## src/rtl/alu_issue_stage_if.sv

```systemverilog
// -----------------------------------------------------------------------------
// alu_issue_stage_if
// Groups the two valid/ready handshakes around the ALU issue stage.
//   in_*  : decode -> issue stage (operand pair plus R-type funct)
//   out_* : issue stage -> ALU/execute (operand pair plus 3-bit ALU op)
// Modports:
//   slave  : the issue stage itself (accepts in_*, produces out_*)
//   master : the surrounding environment (decode + execute)
// -----------------------------------------------------------------------------
interface alu_issue_stage_if #(
   parameter int WIDTH = 32
);
   logic             in_valid;
   logic             in_ready;
   logic [WIDTH-1:0] in_a;
   logic [WIDTH-1:0] in_b;
   logic [5:0]       in_funct;

   logic             out_valid;
   logic             out_ready;
   logic [WIDTH-1:0] out_a;
   logic [WIDTH-1:0] out_b;
   logic [2:0]       out_op;

   modport slave (
      input  in_valid, in_a, in_b, in_funct, out_ready,
      output in_ready, out_valid, out_a, out_b, out_op
   );

   modport master (
      output in_valid, in_a, in_b, in_funct, out_ready,
      input  in_ready, out_valid, out_a, out_b, out_op
   );
endinterface

```

## src/rtl/alu_issue_stage.sv

```systemverilog
// -----------------------------------------------------------------------------
// alu_issue_stage
// Issue stage in front of the 32-bit ALU. Accepts operand pairs plus an R-type
// funct from decode, translates funct into the ALU's 3-bit op, buffers legal
// entries in a small circular FIFO and presents the head to execute.
// Illegal funct codes complete the input handshake but are dropped and flagged.
//
// Ports:
//   clk            : clock, rising edge
//   rst            : asynchronous active-high reset
//   bus            : alu_issue_stage_if.slave (in_* / out_* handshakes)
//   illegal        : one-cycle pulse the cycle after an illegal entry is taken
//   illegal_sticky : set by any illegal entry, cleared only by rst
//   issue_count    : number of output handshakes, modulo 2^CNT_W
// -----------------------------------------------------------------------------
module alu_issue_stage #(
   parameter int WIDTH = 32,
   parameter int DEPTH = 2,
   parameter int CNT_W = 16
) (
   input  logic             clk,
   input  logic             rst,
   alu_issue_stage_if.slave bus,
   output logic             illegal,
   output logic             illegal_sticky,
   output logic [CNT_W-1:0] issue_count
);

   localparam int PTR_W = (DEPTH > 1) ? $clog2(DEPTH) : 1;
   localparam int OCC_W = $clog2(DEPTH + 1);

   localparam logic [PTR_W-1:0] PTR_ONE  = PTR_W'(1);
   localparam logic [OCC_W-1:0] OCC_ONE  = OCC_W'(1);
   localparam logic [OCC_W-1:0] OCC_FULL = OCC_W'(DEPTH);
   localparam logic [CNT_W-1:0] CNT_ONE  = CNT_W'(1);

   typedef struct packed {
      logic [WIDTH-1:0] a;
      logic [WIDTH-1:0] b;
      logic [2:0]       op;
   } entry_t;

   // Returns {legal, op}; anything outside the five supported R-type codes is illegal.
   function automatic logic [3:0] decode_funct(input logic [5:0] funct);
      logic [3:0] res;
      case (funct)
         6'h24:   res = {1'b1, 3'b000};  // AND
         6'h25:   res = {1'b1, 3'b001};  // OR
         6'h20:   res = {1'b1, 3'b010};  // ADD
         6'h22:   res = {1'b1, 3'b110};  // SUB
         6'h2A:   res = {1'b1, 3'b111};  // SLT
         default: res = {1'b0, 3'b000};
      endcase
      return res;
   endfunction

   entry_t           mem_r [DEPTH];
   logic [PTR_W-1:0] wr_ptr_r;
   logic [PTR_W-1:0] rd_ptr_r;
   logic [OCC_W-1:0] occ_r;
   logic             illegal_r;
   logic             illegal_sticky_r;
   logic [CNT_W-1:0] issue_count_r;

   logic             full_s;
   logic             empty_s;
   logic [3:0]       dec_s;
   logic             accept_s;
   logic             push_s;
   logic             drop_s;
   logic             pop_s;
   entry_t           head_s;

   // Handshake qualification; ready/valid come from registered occupancy only.
   always_comb begin
      full_s   = (occ_r == OCC_FULL);
      empty_s  = (occ_r == {OCC_W{1'b0}});
      dec_s    = decode_funct(bus.in_funct);
      accept_s = bus.in_valid & ~full_s;
      push_s   = accept_s & dec_s[3];
      drop_s   = accept_s & ~dec_s[3];
      pop_s    = ~empty_s & bus.out_ready;
   end

   // Head entry is zeroed whenever nothing is buffered.
   always_comb begin
      head_s = mem_r[rd_ptr_r];
      if (empty_s) begin
         bus.out_a  = {WIDTH{1'b0}};
         bus.out_b  = {WIDTH{1'b0}};
         bus.out_op = 3'b000;
      end else begin
         bus.out_a  = head_s.a;
         bus.out_b  = head_s.b;
         bus.out_op = head_s.op;
      end
      bus.in_ready  = ~full_s;
      bus.out_valid = ~empty_s;
   end

   // FIFO storage; contents are don't-care until written, so no reset.
   always_ff @(posedge clk) begin
      if (push_s) begin
         mem_r[wr_ptr_r] <= '{a: bus.in_a, b: bus.in_b, op: dec_s[2:0]};
      end
   end

   // Pointers and occupancy; both pointers wrap naturally at DEPTH (power of two).
   always_ff @(posedge clk or posedge rst) begin
      if (rst) begin
         wr_ptr_r <= {PTR_W{1'b0}};
         rd_ptr_r <= {PTR_W{1'b0}};
         occ_r    <= {OCC_W{1'b0}};
      end else begin
         if (push_s) begin
            wr_ptr_r <= wr_ptr_r + PTR_ONE;
         end
         if (pop_s) begin
            rd_ptr_r <= rd_ptr_r + PTR_ONE;
         end
         case ({push_s, pop_s})
            2'b10:   occ_r <= occ_r + OCC_ONE;
            2'b01:   occ_r <= occ_r - OCC_ONE;
            default: occ_r <= occ_r;
         endcase
      end
   end

   // Illegal-funct flags and the issue counter.
   always_ff @(posedge clk or posedge rst) begin
      if (rst) begin
         illegal_r        <= 1'b0;
         illegal_sticky_r <= 1'b0;
         issue_count_r    <= {CNT_W{1'b0}};
      end else begin
         illegal_r        <= drop_s;
         illegal_sticky_r <= illegal_sticky_r | drop_s;
         if (pop_s) begin
            issue_count_r <= issue_count_r + CNT_ONE;
         end
      end
   end

   assign illegal        = illegal_r;
   assign illegal_sticky = illegal_sticky_r;
   assign issue_count    = issue_count_r;

endmodule

```

## src/flat_wrapper.sv

```systemverilog
// flat-port wrapper written by rule: the top's interface ports become plain ports
module alu_issue_stage_flat 
#(
   parameter int WIDTH = 32,
   parameter int DEPTH = 2,
   parameter int CNT_W = 16
)
  (clk, rst, illegal, illegal_sticky, issue_count, bus_in_valid, bus_in_a, bus_in_b, bus_in_funct, bus_out_ready, bus_in_ready, bus_out_valid, bus_out_a, bus_out_b, bus_out_op);
  alu_issue_stage_if #(.WIDTH(WIDTH)) bus_i ();
  input  logic clk;
  input  logic rst;
  output logic illegal;
  output logic illegal_sticky;
  output logic [CNT_W-1:0] issue_count;
  input wire logic [$bits(bus_i.in_valid)-1:0] bus_in_valid;
  input wire logic [$bits(bus_i.in_a)-1:0] bus_in_a;
  input wire logic [$bits(bus_i.in_b)-1:0] bus_in_b;
  input wire logic [$bits(bus_i.in_funct)-1:0] bus_in_funct;
  input wire logic [$bits(bus_i.out_ready)-1:0] bus_out_ready;
  output wire logic [$bits(bus_i.in_ready)-1:0] bus_in_ready;
  output wire logic [$bits(bus_i.out_valid)-1:0] bus_out_valid;
  output wire logic [$bits(bus_i.out_a)-1:0] bus_out_a;
  output wire logic [$bits(bus_i.out_b)-1:0] bus_out_b;
  output wire logic [$bits(bus_i.out_op)-1:0] bus_out_op;
  assign bus_i.in_valid = bus_in_valid;
  assign bus_i.in_a = bus_in_a;
  assign bus_i.in_b = bus_in_b;
  assign bus_i.in_funct = bus_in_funct;
  assign bus_i.out_ready = bus_out_ready;
  assign bus_in_ready = bus_i.in_ready;
  assign bus_out_valid = bus_i.out_valid;
  assign bus_out_a = bus_i.out_a;
  assign bus_out_b = bus_i.out_b;
  assign bus_out_op = bus_i.out_op;
  alu_issue_stage #(.WIDTH(WIDTH), .DEPTH(DEPTH), .CNT_W(CNT_W)) u_core (.clk(clk), .rst(rst), .bus(bus_i), .illegal(illegal), .illegal_sticky(illegal_sticky), .issue_count(issue_count));
endmodule
```

## config.mk

```make
export PLATFORM = sky130hd
export DESIGN_NAME = alu_issue_stage_flat
export DESIGN_NICKNAME = d
export VERILOG_FILES = /design/src/rtl/alu_issue_stage_if.sv /design/src/rtl/alu_issue_stage.sv /design/src/flat_wrapper.sv
export SDC_FILE = /design/constraint.sdc
export NUM_CORES = 1
export LEC_CHECK = 0
export BUFFER_PORTS_ARGS = -buffer_cell sky130_fd_sc_hd__buf_2
export CAP_MARGIN = 20
export CORE_AREA = 2 2 141 143
export DETAILED_ROUTE_END_ITERATION = 16
export DIE_AREA = 0 0 143 145
export SYNTH_ARGS = -nofsm -noshare
export SYNTH_HDL_FRONTEND = slang
export SYNTH_SLANG_ARGS = --single-unit
```

## constraint.sdc

```tcl
create_clock -name clk -period 6.1 [get_ports clk]
set_input_delay 0 -clock clk [delete_from_list [all_inputs] [get_ports clk]]
set_output_delay 0 -clock clk [all_outputs]
set_load 0.02 [all_outputs]
```

==> results of run 1 <==
## final timing paths
check,from,end,slack (ns),cells after the start
setup reg to reg,u_core.occ_r[0]$_DFFE_PP0P_,u_core.mem_r[0][25]$_DFFE_PP_,3.90,4
setup / recovery,u_core.rd_ptr_r$_DFFE_PP0P_,bus_out_a[4],3.65,4
hold / removal,bus_in_funct[2],u_core.mem_r[0][2]$_DFFE_PP_,0.06,4
min in group asynchronous,rst,u_core.issue_count[11]$_DFFE_PP0P_,0.31,3
hold reg to reg,u_core.illegal_sticky$_DFF_PP0_,u_core.illegal_sticky$_DFF_PP0_,0.46,1
max in group asynchronous,rst,u_core.rd_ptr_r$_DFFE_PP0P_,5.16,3
## timing repair
| item | CTS | global route |
|---|---|---|
| resized for setup | 0 | 0 |
| endpoints found under the hold margin | 161 | 0 |
| setup endpoints to repair | 0 | 0 |
| hold buffers | 72 | 0 |
## layout by cell type, fill, tap and decap left out, types with 2 or more instances in the layout
master | netlist | final
edfxtp_1 | 134 | 134
dfrtp_1 | 22 | 21
mux2i_1 | 67 | 67
clkinv_2 | 0 | 2
inv_1 | 2 | 2
buf_4 | 0 | 4
nand2b_1 | 2 | 2
nand2_2 | 2 | 2
nor2b_1 | 2 | 2
nor2_4 | 0 | 3
ha_1 | 2 | 2
nand2_1 | 10 | 10
bufinv_16 | 0 | 4
nand4_1 | 3 | 3
clkinv_4 | 1 | 3
buf_2 | 9 | 160
xor2_1 | 9 | 9
nor2_1 | 79 | 77
nor3_2 | 2 | 2
nand3_1 | 5 | 5
dlygate4sd3_1 | 0 | 72
clkbuf_16 | 0 | 17
and3_1 | 2 | 2
clkbuf_1 | 3 | 4
xnor2_1 | 10 | 10
## power by group
part           internal [mW]  total, mW  switching [mW]  leakage (nW)
Combinational          0.428       1.16           0.731          1.75
Clock                  0.685       1.10           0.412         0.293
Sequential              1.23       1.33           0.103          1.49
Total                   2.34       3.59            1.25          3.54
## registers in the layout, summed over array words and instances, names as in the netlist
name,flops
u_core.illegal,1
u_core.illegal_sticky,1
u_core.issue_count,16
u_core.mem_r,134
u_core.occ_r,2
u_core.rd_ptr_r,1
u_core.wr_ptr_r,1
## critical path, stage by stage (launching register included)
cell     delay [ns]
dfrtp_4        0.75
buf_4          0.69
mux2i_1        0.27
nor2_1         0.08
buf_2          0.21
## final cells by class
type | count | area (µm²)
multi-input cells | 206 | 1444
clock inverters | 11 | 167.7
inverters | 4 | 20.02
clock buffers | 21 | 440.4
flip-flops and latches | 156 | 4578
fillers | 1747 | 10670
well taps | 265 | 331.6
repair buffers | 236 | 1551
## layer usage
metal	wire (µm)	part of all wire, %	vias up	global-route usage [%]
met5	0	0	-	0
met2	6704	50	134	22.06
li1	-	-	1866	-
met1	5815	44	1926	15.85
met4	196	1.5	0	5.099
met3	643	4.8	12	4.257
## metrics by stage
step	setup WS (ns)	area, µm²	total power, mW
final	3.647	8533	3.586
after CTS	3.606	8533	3.627
after global routing	3.459	8533	3.762
after floorplan	1.902	6086	2.096
after global placement	3.764	7204	2.473
after detailed placement	3.668	7204	2.486
## cell families (layout without fill, tap and decap cells)
family	count (synthesis)	count (layout)	share of synthesized area (%)
mux	67	67	11.02
fa+ha+maj	2	2	0.4111
buf+inv	19	272	1.439
simple gates	115	115	8.614
xor+xnor	20	20	3.002
compound gates	2	2	0.3495
flops	156	156	75.16
==> run summary, run 1 <==
Final hold vios: 0
Max Slew Vio Count: 0
Vias: 3,938
Syn avg cell area: 15.97 µm²
Post-synth top area cell: edfxtp_1
Row count: 51
Vias/cell: 4.380
GR Util All Layers: 13.24%
DP Cell Count: 795
Core footprint: 19,210 µm²
Vias in the first global route: 4,156
YS warnings: 0
VDD IR-drop max: 0.1918 mV
Most common cell in the synthesized netlist: edfxtp_1
Top Ports: 161
# Max-Cap Violations: 0
CTS tree: done
Distinct cells, synth: 32
Non-filler cells, final: 899
Worst skew pair latency: 0.41 ns
Top FF cell, synth: edfxtp_1
Post-CTS Setup Bufs: 0
Asr flop ratio synth: 14.10%
CP arrival: 2.45 ns
Worst min path class: input port to flip-flop
Chip width: 143 µm
CP Capture Type: output port
Synthesized flop and latch total: 156
Crit path kind: flip-flop to output port
Final nets: 697
Slew @ Worst Pin: 0.9559 ns
Leak: 3.538 nW
Share of cells above drive strength 1: 32.49%
Syn Nets: 457
Post-DP HPWL: 8.155 mm
Post-synthesis sequential area ratio: 75.16%
Fin util: 44.43%
Crit path max fanout: 40
Drt pass-1 iters: 4
Clock Skews: 0.005146 ns
Pin count of the biggest net entering global routing: 68
CP Data Required Time: 6.10 ns
DRC: 0
Drt total wl: 13.36 mm
Drt wl/cell: 14.86 µm
Reg clk slew, reported paths: 0.06 ns
Clock root cell: clkbuf_16
Synth top area share: 66.12%
Ant diodes: 0
Fmax: 407.7 MHz
Port Buffer Count: 160
Top cells by area, synth: edfxtp_1, mux2i_1, dfrtp_1, nor2_1, xnor2_1
Starting Density: 31.69%
Status: complete, no violations
Final setup vio count: 0
Relative slew margins: 36.27%
CTS H-tree depth: 4
First-pass GRT wire length: 21.02 mm
Syn-to-layout area delta: 40.21%
Tmin final: 2.453 ns
Setup tns final: 0 ns
P per Cell Area: 420.3 nW/µm²
Buffer depth of the longest clock path: 2
TritonCTS Sinks: 156
Initial antenna violation count: 0
DRT iter0 DRCs: 173
Die area: 20,740 µm²
DRT antenna net count: 0
Total CTS buffers: 17
Minimum hold slack: 0.06062 ns
Top cells by count, synth: edfxtp_1, nor2_1, mux2i_1
RSZ-0062 raised after global routing: false
Final worst path period share: 40.21%
Mapped cell area: 6086 µm²
Syn Inst Count: 381
Gr ovfl total: 0
Gp weighted congestion: 0.7645
Number of flops mapped to enable cells by yosys: 134
Die height: 145 µm
CP startpoint kind: flip-flop
Power figures use the tool's default switching activity.
==> run 2, diff against run 1 <==
Settings changed: ABC_AREA set to 1, CORE_AREA 2 2 141 143 to 2 2 142 144, DIE_AREA 0 0 143 145 to 0 0 144 146.
Clock period 6.1 ns to 2.2 ns, I/O delays scaled along.
==> run 2 against run 1 <==
Compared with the run above:
- global-route usage grew 0.75 points
- sequential power rose to 2.6 times the previous value
- cell count rose by 12%
- design area is 1.1% higher
- sequential cell count unchanged
- combinational power grew to 3.1 times the previous value
- non-clock buffer count is 1 higher
- highest routed layer unchanged
- first-iteration DRC count up 25%
- core utilization increased by 0.19 points
- clock-buffer cell count down 2
- die area up 1.4%
==> run summary, run 2 <==
Combinational family with the most area after synthesis: simple AND/OR/NAND/NOR gates
Vias: 4,369 (+11%)
Die height: 146 µm (+0.69%)
Gr ovfl total: 0 (unchanged)
Synthesized flop and latch total: 156 (unchanged)
Die area: 21,020 µm² (+1.4%)
DRT iter0 DRCs: 216 (+25%)
Final setup vio count: 0 (unchanged)
Multiplexer area fraction after synthesis: 0% (-11 points)
Initial antenna violation count: 0 (unchanged)
Crit path max fanout: 67 (+68%)
Post-Synth Adder-Cell Area: 0.4064% (-0.0048 points)
CTS H-tree depth: 4 (unchanged)
CTS tree: done
YS warnings: 0 (unchanged)
Vias/cell: 4.330 (-1.2%)
DRC: 0 (unchanged)
Relative slew margins: 43.06% (+6.8 points)
Clock root cell: clkbuf_16
CP delay by family, top: buffers and inverters
Fmax: 520.7 MHz
P per Cell Area: 1170 nW/µm² (+180%)
Share of cells above drive strength 1: 29.44% (-3.1 points)
Post-synth top area cell: edfxtp_1
Buffer depth of the longest clock path: 2 (unchanged)
Row count: 51 (unchanged)
Xor-xnor portion of the synthesized cell area: 1.991% (-1.0 points)
Final hold vios: 0 (unchanged)
Crit path kind: flip-flop to output port
Post-DP HPWL: 8.478 mm (+4.0%)
Max reg flops: 134 (unchanged)
Cell area after layout: 8627 µm² (+1.1%)
DRT antenna net count: 0 (unchanged)
Post-synthesis sequential area ratio: 74.29% (-0.87 points)
Reg clk slew, reported paths: 0.06 ns (about the same)
Distinct cells, synth: 26 (-19%)
Starting Density: 31.84% (+0.16 points)
Vias in the first global route: 4,553 (+9.6%)
Top cells by count, synth: nand2_1, edfxtp_1, a21oi_1
Syn Inst Count: 497 (+30%)
Slew @ Worst Pin: 0.8532 ns (-0.1027 ns)
CP peak stage delay: 0.61 ns (-0.14 ns)
Minimum hold slack: 0.03361 ns (-0.02701 ns)
GR Util All Layers: 13.99% (+0.75 points)
Drt wl/cell: 14.23 µm (-4.2%)
Core footprint: 19,330 µm² (+0.66%)
Mapped cell area: 6157 µm² (+1.2%)
Commonest non-fill, non-tap cell in the layout: nand2_1
Drt pass-1 iters: 5 (+1)
Max stage delay cell, worst path: buf_4
Leak: 3.523 nW (-0.42%)
Fin util: 44.62% (+0.19 points)
Total CTS buffers: 17 (unchanged)
Max Slew Vio Count: 0 (unchanged)
Syn Nets: 573 (+25%)
Synth Area in Compound Gates: 6.035% (+5.7 points)
Asr flop ratio synth: 14.10% (unchanged)
Final worst path period share: 87.30%
VDD IR-drop max: 0.5219 mV (+170%)
Multi-input logic area: 1418 µm² (-1.8%)
Simple-Gate Fraction of Synth Area: 14.10% (+5.5 points)
Post-DP Area: 7335 µm² (+1.8%)
Chip width: 144 µm (+0.70%)
Syn-to-layout area delta: 40.11% (about the same)
Top Ports: 161 (unchanged)
Total power: 10.09 mW (+180%)
Register area: 4577 µm² (about the same)
Layout fillers: 1,820 (+4.2%)
Buffers and inverters on the worst path: 2 (unchanged)
CP startpoint kind: flip-flop
Worst skew pair latency: 0.41 ns (about the same)
Port Buffer Count: 160 (unchanged)
CP arrival: 1.92 ns (-0.53 ns)
Worst min path class: input port to flip-flop
Tmin final: 1.921 ns
CP Cell Sequence: buf_4 > nand2_1 > a21oi_1 > buf_2
Clock Skews: 0.01215 ns (+0.007006 ns)
TritonCTS Sinks: 156 (unchanged)
Most common cell in the synthesized netlist: nand2_1
First-pass GRT wire length: 22.66 mm (+7.8%)
Top FF cell, synth: edfxtp_1
# Max-Cap Violations: 0 (unchanged)
Final worst slack: 0.2793 ns (-3.368 ns)
Dpl ws: 0.4574 ns (-3.210 ns)
Top cells by area, synth: edfxtp_1, nand2_1, dfrtp_1, a21oi_1, inv_1
CP Capture Type: output port
Pin count of the biggest net entering global routing: 68 (unchanged)
Drt total wl: 14.36 mm (+7.5%)
Synth top area share: 65.35% (-0.77 points)
Gp weighted congestion: 0.7119 (-6.9%)
Final nets: 807 (+16%)
RSZ-0062 raised after global routing: false
Ant diodes: 0 (unchanged)
Syn avg cell area: 12.39 µm² (-22%)
Top reg by flops: u_core.mem_r
CP Data Required Time: 2.20 ns (-3.90 ns)
Number of flops mapped to enable cells by yosys: 134 (unchanged)
Status: complete, no violations
Commonest cells after routing, fill and taps aside: nand2_1, buf_2, edfxtp_1
-- run 2: final cells by class --
| type | instances | share of cell area [%] |
|---|---|---|
| Multi-Input combinational cell | 294 | 16.43 |
| Timing Repair Buffer | 237 | 18.61 |
| Clock inverter | 13 | 1.914 |
| Sequential cell | 156 | 53.05 |
| Clock buffer | 19 | 5.018 |
| Inverter | 25 | 1.131 |
| Tap cell | 265 | 3.843 |
-- run 2: routing by layer --
metal	wire (µm)	global-route usage, %	vias to the layer above	part of all wire, %
met5	0	0	-	0
met4	218	4.902	0	1.5
met3	818	3.784	16	5.7
met2	7049	23.83	137	49
met1	6271	16.99	2051	44
li1	-	-	2165	-
-- run 2: kinds of logic (layout without fill, tap and decap cells) --
kind of cell | count (synthesis) | count (layout)
AO/OA/AOI/OAI | 73 | 73
XOR/XNOR | 14 | 14
adder cells (fa/ha/maj) | 2 | 2
buffers and inverters | 47 | 294
flip-flops | 156 | 156
AND/OR/NAND/NOR | 205 | 205
-- run 2: through the flow --
stage                     std cells  setup TNS (ns)
after global routing           1009               0
after global placement          908               0
after CTS                      1009               0
after floorplan                 497        -0.07290
after detailed placement        908               0
final                          1009               0
-- run 2: path summary, 6_finish.rpt --
| path | startpoint | to | slack, ns | depth (start not counted) |
|---|---|---|---|---|
| max | u_core.rd_ptr_r$_DFFE_PP0P_ | bus_out_a[21] | 0.28 | 4 |
| min | bus_in_funct[2] | u_core.illegal$_DFF_PP0_ | 0.03 | 4 |
| max reg2reg | u_core.occ_r[0]$_DFFE_PP0P_ | u_core.mem_r[0][8]$_DFFE_PP_ | 0.56 | 7 |
| min reg2reg | u_core.wr_ptr_r$_DFFE_PP0N_ | u_core.wr_ptr_r$_DFFE_PP0N_ | 0.48 | 2 |
| max in group asynchronous | rst | u_core.occ_r[0]$_DFFE_PP0P_ | 1.29 | 3 |
| min in group asynchronous | rst | u_core.issue_count[6]$_DFFE_PP0P_ | 0.32 | 3 |
-- run 2: worst register-to-register path, stage by stage (launching register included) --
cell	delay, ns
dfrtp_2	0.42
inv_2	0.07
nand2_4	0.07
nand2_4	0.05
inv_2	0.06
nand3_2	0.10
clkinvlp_4	0.11
buf_4	0.39
-- run 2: timing repair --
item | in CTS | in global routing
resized for setup | 0 | 1
hold endpoints to repair | 160 | 0
endpoints found under the setup margin | 0 | 2
buffers inserted | 0 | 0
hold buffers | 69 | 0
-- run 2: power breakdown --
part,total (mW),switching (mW),internal [mW]
Sequential,3.50,0.121,3.37
Clock,2.95,1.15,1.79
Combinational,3.65,2.53,1.12
Total,10.1,3.80,6.29
==> run 3, diff against run 2 <==
Clock period 2.2 ns to 2.4 ns, I/O delays scaled along.
==> run 3 against run 2 <==
Compared with the run above:
- via count increased by 1.3%
- first-iteration DRC count is 23% lower
- clock skew fell by 0.0029 ns
==> run summary, run 3 (same netlist as run 2, synthesis figures left out) <==
Status: complete, no violations
Worst skew pair latency: 0.41 ns (about the same)
Worst min path class: input port to flip-flop
Vias in the first global route: 4,418 (-3.0%)
Met3 Use GR: 3.883% (+0.099 points)
CP delay by family, top: buffers and inverters
Fmax: 489.6 MHz
Tmin final: 2.042 ns
# Max-Cap Violations: 0 (unchanged)
Chip width: 144 µm (unchanged)
GR Util All Layers: 13.65% (-0.33 points)
Gr ovfl total: 0 (unchanged)
Internal power: 5.514 mW (-12%)
Drt pass-1 iters: 4 (-1)
TritonCTS Sinks: 156 (unchanged)
Port Buffer Count: 160 (unchanged)
Commonest non-fill, non-tap cell in the layout: nand2_1
Final worst path period share: 85.10%
Fin util: 44.12% (-0.50 points)
Starting Density: 31.84% (unchanged)
Initial antenna violation count: 0 (unchanged)
Gp weighted congestion: 0.7140 (+0.29%)
Buffer depth of the longest clock path: 2 (unchanged)
CP Data Required Time: 2.40 ns (+0.20 ns)
Row count: 51 (unchanged)
Core footprint: 19,330 µm² (unchanged)
Max reg flops: 134 (unchanged)
GRT busiest layer: met2
Register share of total power: 35.7% (+1.1 points)
Comb pwr share: 36.7% (+0.5 points)
Clock root cell: clkbuf_16
Drt wl/cell: 14.04 µm (-1.4%)
CP Capture Type: output port
Met1 usage: 15.28% (-1.7 points)
Die height: 146 µm (unchanged)
VDD IR-drop max: 0.4748 mV (-9.0%)
Final setup vio count: 0 (unchanged)
Part of the power in the clock network: 27.6% (-1.6 points)
Die area: 21,020 µm² (unchanged)
Vias/cell: 4.387 (+1.3%)
Share of cells above drive strength 1: 28.36% (-1.1 points)
Top reg by flops: u_core.mem_r
Final hold vios: 0 (unchanged)
Total CTS buffers: 17 (unchanged)
Sw Ratio: 38.55% (+0.88 points)
Post-CTS Setup Bufs: 0 (unchanged)
Leak: 3.470 nW (-1.5%)
Met2 Use GR: 24.62% (+0.79 points)
P per Cell Area: 1052 nW/µm² (-10%)
CTS tree: done
Crit path max fanout: 67 (unchanged)
Top Ports: 161 (unchanged)
Final nets: 807 (unchanged)
Vias: 4,426 (+1.3%)
Syn-to-layout area delta: 38.55%
CP startpoint kind: flip-flop
CP arrival: 2.04 ns (+0.12 ns)
CP Cell Sequence: nor2_4 > buf_4 > a21oi_1 > buf_2
Max Slew Vio Count: 0 (unchanged)
Post-DP HPWL: 8.430 mm (-0.56%)
DRC: 0 (unchanged)
Buffers and inverters on the worst path: 2 (unchanged)
Commonest cells after routing, fill and taps aside: nand2_1, buf_2, edfxtp_1
CP peak stage delay: 0.64 ns (+0.03 ns)
Reg clk slew, reported paths: 0.06 ns (about the same)
Psw: 3.460 mW (-9.0%)
Setup tns final: 0 ns (unchanged)
Crit path kind: flip-flop to output port
Slew @ Worst Pin: 0.8517 ns (-0.001534 ns)
Relative slew margins: 43.16% (+0.10 points)
RSZ-0062 raised after global routing: false
First-pass GRT wire length: 21.97 mm (-3.0%)
CTS H-tree depth: 4 (unchanged)
Pin count of the biggest net entering global routing: 68 (unchanged)
Ant diodes: 0 (unchanged)
DRT iter0 DRCs: 167 (-23%)
Clock Skews: 0.009226 ns (-0.002926 ns)
Max stage delay cell, worst path: buf_4
DRT antenna net count: 0 (unchanged)
Drt total wl: 14.16 mm (-1.4%)
-- run 3: stage by stage --
step	instance area, µm²	cells	hold WS, ns	power (mW)	worst slack (ns)
after global routing	8531	1009	0.04764	9.509	0.2005
final	8531	1009	0.02382	8.974	0.3575
after detailed placement	7281	907	0.1918	6.518	0.5983
after CTS	8531	1009	0.009531	9.136	0.2698
after global placement	7281	907	0.1895	6.512	0.6299
after floorplan	6171	497	-0.01077	5.381	0.03735
-- run 3: final timing paths --
check | from | to | slack [ns] | cells past startpoint
worst max register to register | u_core.occ_r[0]$_DFFE_PP0P_ | u_core.mem_r[1][61]$_DFFE_PP_ | 0.57 | 7
worst max-delay path | u_core.occ_r[0]$_DFFE_PP0P_ | bus_out_b[19] | 0.36 | 4
min in group asynchronous | rst | u_core.issue_count[10]$_DFFE_PP0P_ | 0.30 | 3
max in group asynchronous | rst | u_core.rd_ptr_r$_DFFE_PP0P_ | 1.51 | 3
worst min register to register | u_core.wr_ptr_r$_DFFE_PP0N_ | u_core.wr_ptr_r$_DFFE_PP0N_ | 0.49 | 2
worst min-delay path | bus_in_funct[2] | u_core.illegal_sticky$_DFF_PP0_ | 0.02 | 4
-- run 3: cell type report --
type	instances	area, µm²
fill	1846	10800
sequential	156	4576
timing repair buffer	237	1579
multi-input combinational	294	1398
clock buffer	18	429.2
tap	265	331.6
clock inverter	14	120.1
inverter	25	97.59
-- run 3: tightest hold or removal path, cell delays in order --
cell	delay (ns)
buf_2	0.09
nand4_1	0.12
o21ai_2	0.12
o21bai_1	0.07
-- run 3: timing repair --
item,in CTS,in global routing
hold endpoints to repair,159,0
hold buffers,70,0
gates resized for setup,0,0
-- run 3: power by group through the flow --
stage          clock (mW)  combinational (mW)  sequential [mW]
5_1_grt              2.66                3.62             3.22
3_3_place_gp            0                3.26             3.25
4_1_cts              2.56                3.37             3.21
3_5_place_dp            0                3.26             3.26
2_1_floorplan           0                2.08             3.30
6_report             2.48                3.29             3.20
-- run 3: metal layers --
metal,part of all wire [%],wire (µm)
met1,42,5933
met2,52,7305
met3,5.6,792
met4,0.92,131
met5,0,0
